### config.mk
export PLATFORM = sky130hd
export DESIGN_NAME = a5_1_top_flat
export DESIGN_NICKNAME = d
export VERILOG_FILES = /design/src/rtl/a5_1_if.sv /design/src/rtl/a5_1_top.sv /design/src/flat_wrapper.sv
export SDC_FILE = /design/constraint.sdc
export NUM_CORES = 1
export LEC_CHECK = 0
export ABC_AREA = 1
export BUFFER_PORTS_ARGS = -buffer_cell sky130_fd_sc_hd__buf_4
export CORE_MARGIN = 5
export CORE_UTILIZATION = 51
export DETAILED_ROUTE_END_ITERATION = 6
export GPL_TIMING_DRIVEN = 1
export PLACE_DENSITY_LB_ADDON = 0.1
export SYNTH_ARGS = -nofsm -noshare
export SYNTH_HDL_FRONTEND = slang
export SYNTH_SLANG_ARGS = --single-unit
### constraint.sdc
create_clock -name clk -period 1.76 [get_ports clk]
set_input_delay 0.176 -clock clk [delete_from_list [all_inputs] [get_ports clk]]
set_output_delay 0.176 -clock clk [all_outputs]
set_load 0.1 [all_outputs]
### src/rtl/a5_1_if.sv
// Key and keystream bundle between the A5/1 generator and its user.
interface a5_1_if;
  logic [0:63] secret;
  logic        init_ok;
  logic        ks;

  modport master (output secret, input init_ok, input ks);
  modport slave  (input secret, output init_ok, output ks);
endinterface

### src/rtl/a5_1_top.sv
// A5/1 keystream generator: key load, frame load, 100 discarded mixing
// clocks, then one keystream bit per clock from three majority-clocked LFSRs.
module a5_1_top #(
  parameter logic [21:0] FRAME = 22'h000000
) (
  input  logic clk,
  input  logic rst,
  a5_1_if.slave bus
);

  typedef enum logic [2:0] {IDLE, KEY, FRAMEP, MIX, RUN} state_t;

  state_t      state, state_nx;
  logic [7:0]  cnt, cnt_nx;
  logic [18:0] r1;
  logic [21:0] r2;
  logic [22:0] r3;
  logic        init_ok_q;
  logic        step1, step2, step3;
  logic        in_bit;
  logic        maj;

  assign maj = (r1[8] & r2[10]) | (r1[8] & r3[10]) | (r2[10] & r3[10]);

  // Phase sequencing and per-register step enables; load phases step all
  // three registers and inject one bit, later phases use majority clocking.
  always_comb begin
    state_nx = state;
    cnt_nx   = cnt;
    step1    = 1'b0;
    step2    = 1'b0;
    step3    = 1'b0;
    in_bit   = 1'b0;
    case (state)
      IDLE: begin
        state_nx = KEY;
        cnt_nx   = 8'd0;
      end
      KEY: begin
        step1  = 1'b1;
        step2  = 1'b1;
        step3  = 1'b1;
        in_bit = bus.secret[cnt[5:0]];
        if (cnt == 8'd63) begin
          state_nx = FRAMEP;
          cnt_nx   = 8'd0;
        end else begin
          cnt_nx = cnt + 8'd1;
        end
      end
      FRAMEP: begin
        step1  = 1'b1;
        step2  = 1'b1;
        step3  = 1'b1;
        in_bit = FRAME[cnt[4:0]];
        if (cnt == 8'd21) begin
          state_nx = MIX;
          cnt_nx   = 8'd0;
        end else begin
          cnt_nx = cnt + 8'd1;
        end
      end
      MIX: begin
        step1 = (r1[8] == maj);
        step2 = (r2[10] == maj);
        step3 = (r3[10] == maj);
        if (cnt == 8'd99) begin
          state_nx = RUN;
          cnt_nx   = 8'd0;
        end else begin
          cnt_nx = cnt + 8'd1;
        end
      end
      RUN: begin
        step1 = (r1[8] == maj);
        step2 = (r2[10] == maj);
        step3 = (r3[10] == maj);
      end
      default: begin
        state_nx = IDLE;
        cnt_nx   = 8'd0;
      end
    endcase
  end

  // FSM state, phase counter and the sticky init_ok flag (set on the first RUN step).
  always_ff @(posedge clk or negedge rst) begin
    if (!rst) begin
      state     <= IDLE;
      cnt       <= 8'd0;
      init_ok_q <= 1'b0;
    end else begin
      state     <= state_nx;
      cnt       <= cnt_nx;
      init_ok_q <= init_ok_q | (state == RUN);
    end
  end

  // LFSR shift with feedback XOR the load bit entering bit 0.
  always_ff @(posedge clk or negedge rst) begin
    if (!rst) begin
      r1 <= '0;
      r2 <= '0;
      r3 <= '0;
    end else begin
      if (step1) r1 <= {r1[17:0], r1[13] ^ r1[16] ^ r1[17] ^ r1[18] ^ in_bit};
      if (step2) r2 <= {r2[20:0], r2[20] ^ r2[21] ^ in_bit};
      if (step3) r3 <= {r3[21:0], r3[7] ^ r3[20] ^ r3[21] ^ r3[22] ^ in_bit};
    end
  end

  assign bus.init_ok = init_ok_q;
  assign bus.ks      = init_ok_q & (r1[18] ^ r2[21] ^ r3[22]);

endmodule

### src/flat_wrapper.sv
// flat-port wrapper written by rule: the top's interface ports become plain ports
module a5_1_top_flat 
#(
  parameter logic [21:0] FRAME = 22'h000000
)
  (clk, rst, bus_secret, bus_init_ok, bus_ks);
  a5_1_if bus_i ();
  input  logic clk;
  input  logic rst;
  input wire logic [$bits(bus_i.secret)-1:0] bus_secret;
  output wire logic [$bits(bus_i.init_ok)-1:0] bus_init_ok;
  output wire logic [$bits(bus_i.ks)-1:0] bus_ks;
  assign bus_i.secret = bus_secret;
  assign bus_init_ok = bus_i.init_ok;
  assign bus_ks = bus_i.ks;
  a5_1_top #(.FRAME(FRAME)) u_core (.clk(clk), .rst(rst), .bus(bus_i));
endmodule
==> impl_metrics.toml <==
[setup_path]
crit_start = "u_core.cnt[0]"
cpMaxStageDelayCell = "dfrtp_2"
critPathMaxFanout = 9
worstSetupStartpointType = "flop"
worst-path-buf-inv = 2
cp_top_family = "simple AND/OR/NAND/NOR gates"
path_class = "reg -> reg"
rr_startpoint = "u_core.cnt[0]"
cp.arrival_ns = 1.99
critPathRequiredTime_ns = 1.99
cpPeakStageDelay_ns = 0.50
endpoint_kind = "flop"
path_cells = "ha_2 -> inv_1 -> nor3_4 -> nand3_2 -> nor3_2 -> nor2_2 -> nor2_8 -> inv_2 -> nand2_1 -> a21oi_1"

[floorplanning]
die_area_um2 = 10220
fp-row-count = 33
ios = 68
die_h_um = 101.1
die_w_um = 101.1
initial_utilization_pct = 52.04
core_area_um2 = 8134

[placement]
port-buffer-count = 67
hpwl_um = 6460
gp_congestion = 0.8379

[logic_synthesis]
synth_fp_nets = 614
synth.top_cell.area_share_pct = 44.93
syn-cell-area_um2 = 4233
ys_seq_area_share_pct = 44.93
synth_most_common_cell = "nand2_1"
yosysWarnings = 0
ys_ff_latch = 76
synth_area_leaders = "dfrtp_1, nand2_1, inv_1"
synth_top_cell_by_area = "dfrtp_1"
synthCells = 546
synth.avg_cell_area_um2 = 7.752
synth_cell_types = 31
yosys-top-cells-count = "nand2_1, dfrtp_1, inv_1, nand3_1, o21ai_0"
async_reset_ff_share_pct = 100.0
synth-edff-count = 0
synth-main-ff-cell = "dfrtp_1"

[cts]
clk_path_buf_depth = 2
clock_sinks = 76
cts_root_buffer = "clkbuf_8"
cts_tree = "yes"
h-tree-depth = 3
cts_buffers = 9
worstSkewPairLatency_ns = 0.34
clkTransAtPathRegs_ns = 0.09

[finish]
multi_input_comb_area_um2 = 1874
fillers = 729
final_util_pct = 63.44
drive_above_1_share_pct = 27.58
regArea_um2 = 1906
antennaDiodeCount = 0
synthToLayoutAreaGrowth_pct = 21.90
nNetsFinal = 695

[routing]
drt_first_pass_iters = 4
antenna_left = 0
wl_per_cell_um = 12.41
num_vias = 3530
first_iter_violations = 188
wl_um = 9132
vias_per_cell = 4.796
drt_drc_violations_left = 0

[sta]
clock-skew-final_ns = 0.01360
fmax_mhz = 566.3
setup_viol = 2
period_needed_ns = 1.766
relSlewSlack_pct = 68.52
rsz0062_at_grt = "true"
setup_tns_ns = -0.007372
drv_slew = 0
period_share_pct = 100.3
hold_viol = 0
tightest_slew_ns = 0.4722
setup_ws_ns = -0.005771

[run_status]
status = "complete, but fails checks"
violations = "setup timing"

[global_route]
grt_pass1_vias = 3507
grt_overflow = 0
grt_pass1_wl_um = 15630
antenna_found_initial = 0
grt_use_total_pct = 18.79
grt_max_degree = 35

[pwr]
peakVddDrop_mv = 0.7091
power_density_nw_per_um2 = 940.4
cellLeakagePower_nw = 2.698

[min_path]
hold_path_class = "in -> async"

[flow_run]
drv_cap = 0
[per-stage QoR]
step | total power, W | setup WS [ns] | instance area [um2] | hold WS (ns) | std cells
floorplan | 0.003173 | 0.06789 | 4242 | -0.1196 | 546
global route | 0.005216 | -0.1587 | 5160 | 0.3714 | 736
detailed placement | 0.003543 | -0.03923 | 4846 | 0.1657 | 718
global placement | 0.003480 | -0.02718 | 4846 | 0.1563 | 718
finish | 0.004852 | -0.005771 | 5160 | 0.3421 | 736
CTS | 0.004915 | 0.003599 | 5082 | 0.3414 | 734
[area by class of cell]
cell class	instances	share of cell area, %
Multi-Input combinational cell	368	36.32
Timing Repair Buffer	92	13.87
Inverter	79	6.135
Clock inverter	5	1.212
Tap cell	105	2.546
Timing Repair inverter	1	0.3152
Clock buffer	10	2.667
Sequential cell	76	36.93
[cells in the final DEF (no fill, tap or decap), types with 3 or more instances in the layout]
master / n
buf_6: 4
buf_4: 86
o21ai_0: 31
nor2_1: 13
clkbuf_8: 10
nand2_1: 202
o22ai_1: 6
nand3_1: 34
xnor2_1: 6
a21oi_1: 4
inv_2: 11
dfrtp_2: 3
nor3_2: 4
inv_4: 3
nand2_2: 6
inv_1: 64
xor2_1: 6
o21ai_2: 22
dfrtp_1: 73
o21ai_1: 14
nor2_2: 3
[logic make-up after synthesis]
logic type               count (synthesis)  synth area share, %
AO/OA/AOI/OAI                           81                12.30
XOR/XNOR                                14                2.897
AND/OR/NAND/NOR                        271                27.31
flip-flops                              76                44.93
buffers and inverters                  102                11.97
adder cells (fa/ha/maj)                  2               0.5911
[registers in the layout, indices dropped and copies added, names as in the netlist]
signal and count:
u_core.r1 19, u_core.r3 23, u_core.r2 22, u_core.state 3
u_core.bus.init_ok 1, u_core.cnt 8
[where the power goes]
part	internal, W	switching [W]	total, W
logic	0.000501	0.000554	0.00105
clock network	0.000691	0.000642	0.00133
registers	0.00221	0.000251	0.00247
[per-layer routing]
layer | global-route usage, % | up-vias | share of wire (%)
met5 | 0 | - | 0
met3 | 3.391 | 10 | 5.5
li1 | - | 1854 | -
met4 | 6.442 | 0 | 1.6
met2 | 30.23 | 71 | 47
met1 | 25.69 | 1595 | 46
[timing repair]
item	4_1_cts	5_1_grt
buffers inserted	0	1
hold endpoints to repair	30	0
cloned	0	1
gates resized for setup	7	18
endpoints found under the setup margin	8	50
hold buffers	1	0
pin swaps	2	0
[path summary, 6_finish.rpt]
| check | to | slack (ns) | depth (start not counted) |
|---|---|---|---|
| worst max-delay path | u_core.cnt[5] | -0.006 | 10 |
| min in group clk | u_core.r2[13] | 0.49 | 2 |
| worst min register to register | u_core.r2[13] | 0.49 | 2 |
| worst max register to register | u_core.cnt[5] | -0.006 | 10 |
| worst min-delay path | u_core.r3[14] | 0.34 | 2 |
| max in group asynchronous | u_core.r2[17] | 0.82 | 3 |
Note: power is estimated with default switching activity, not from simulation.
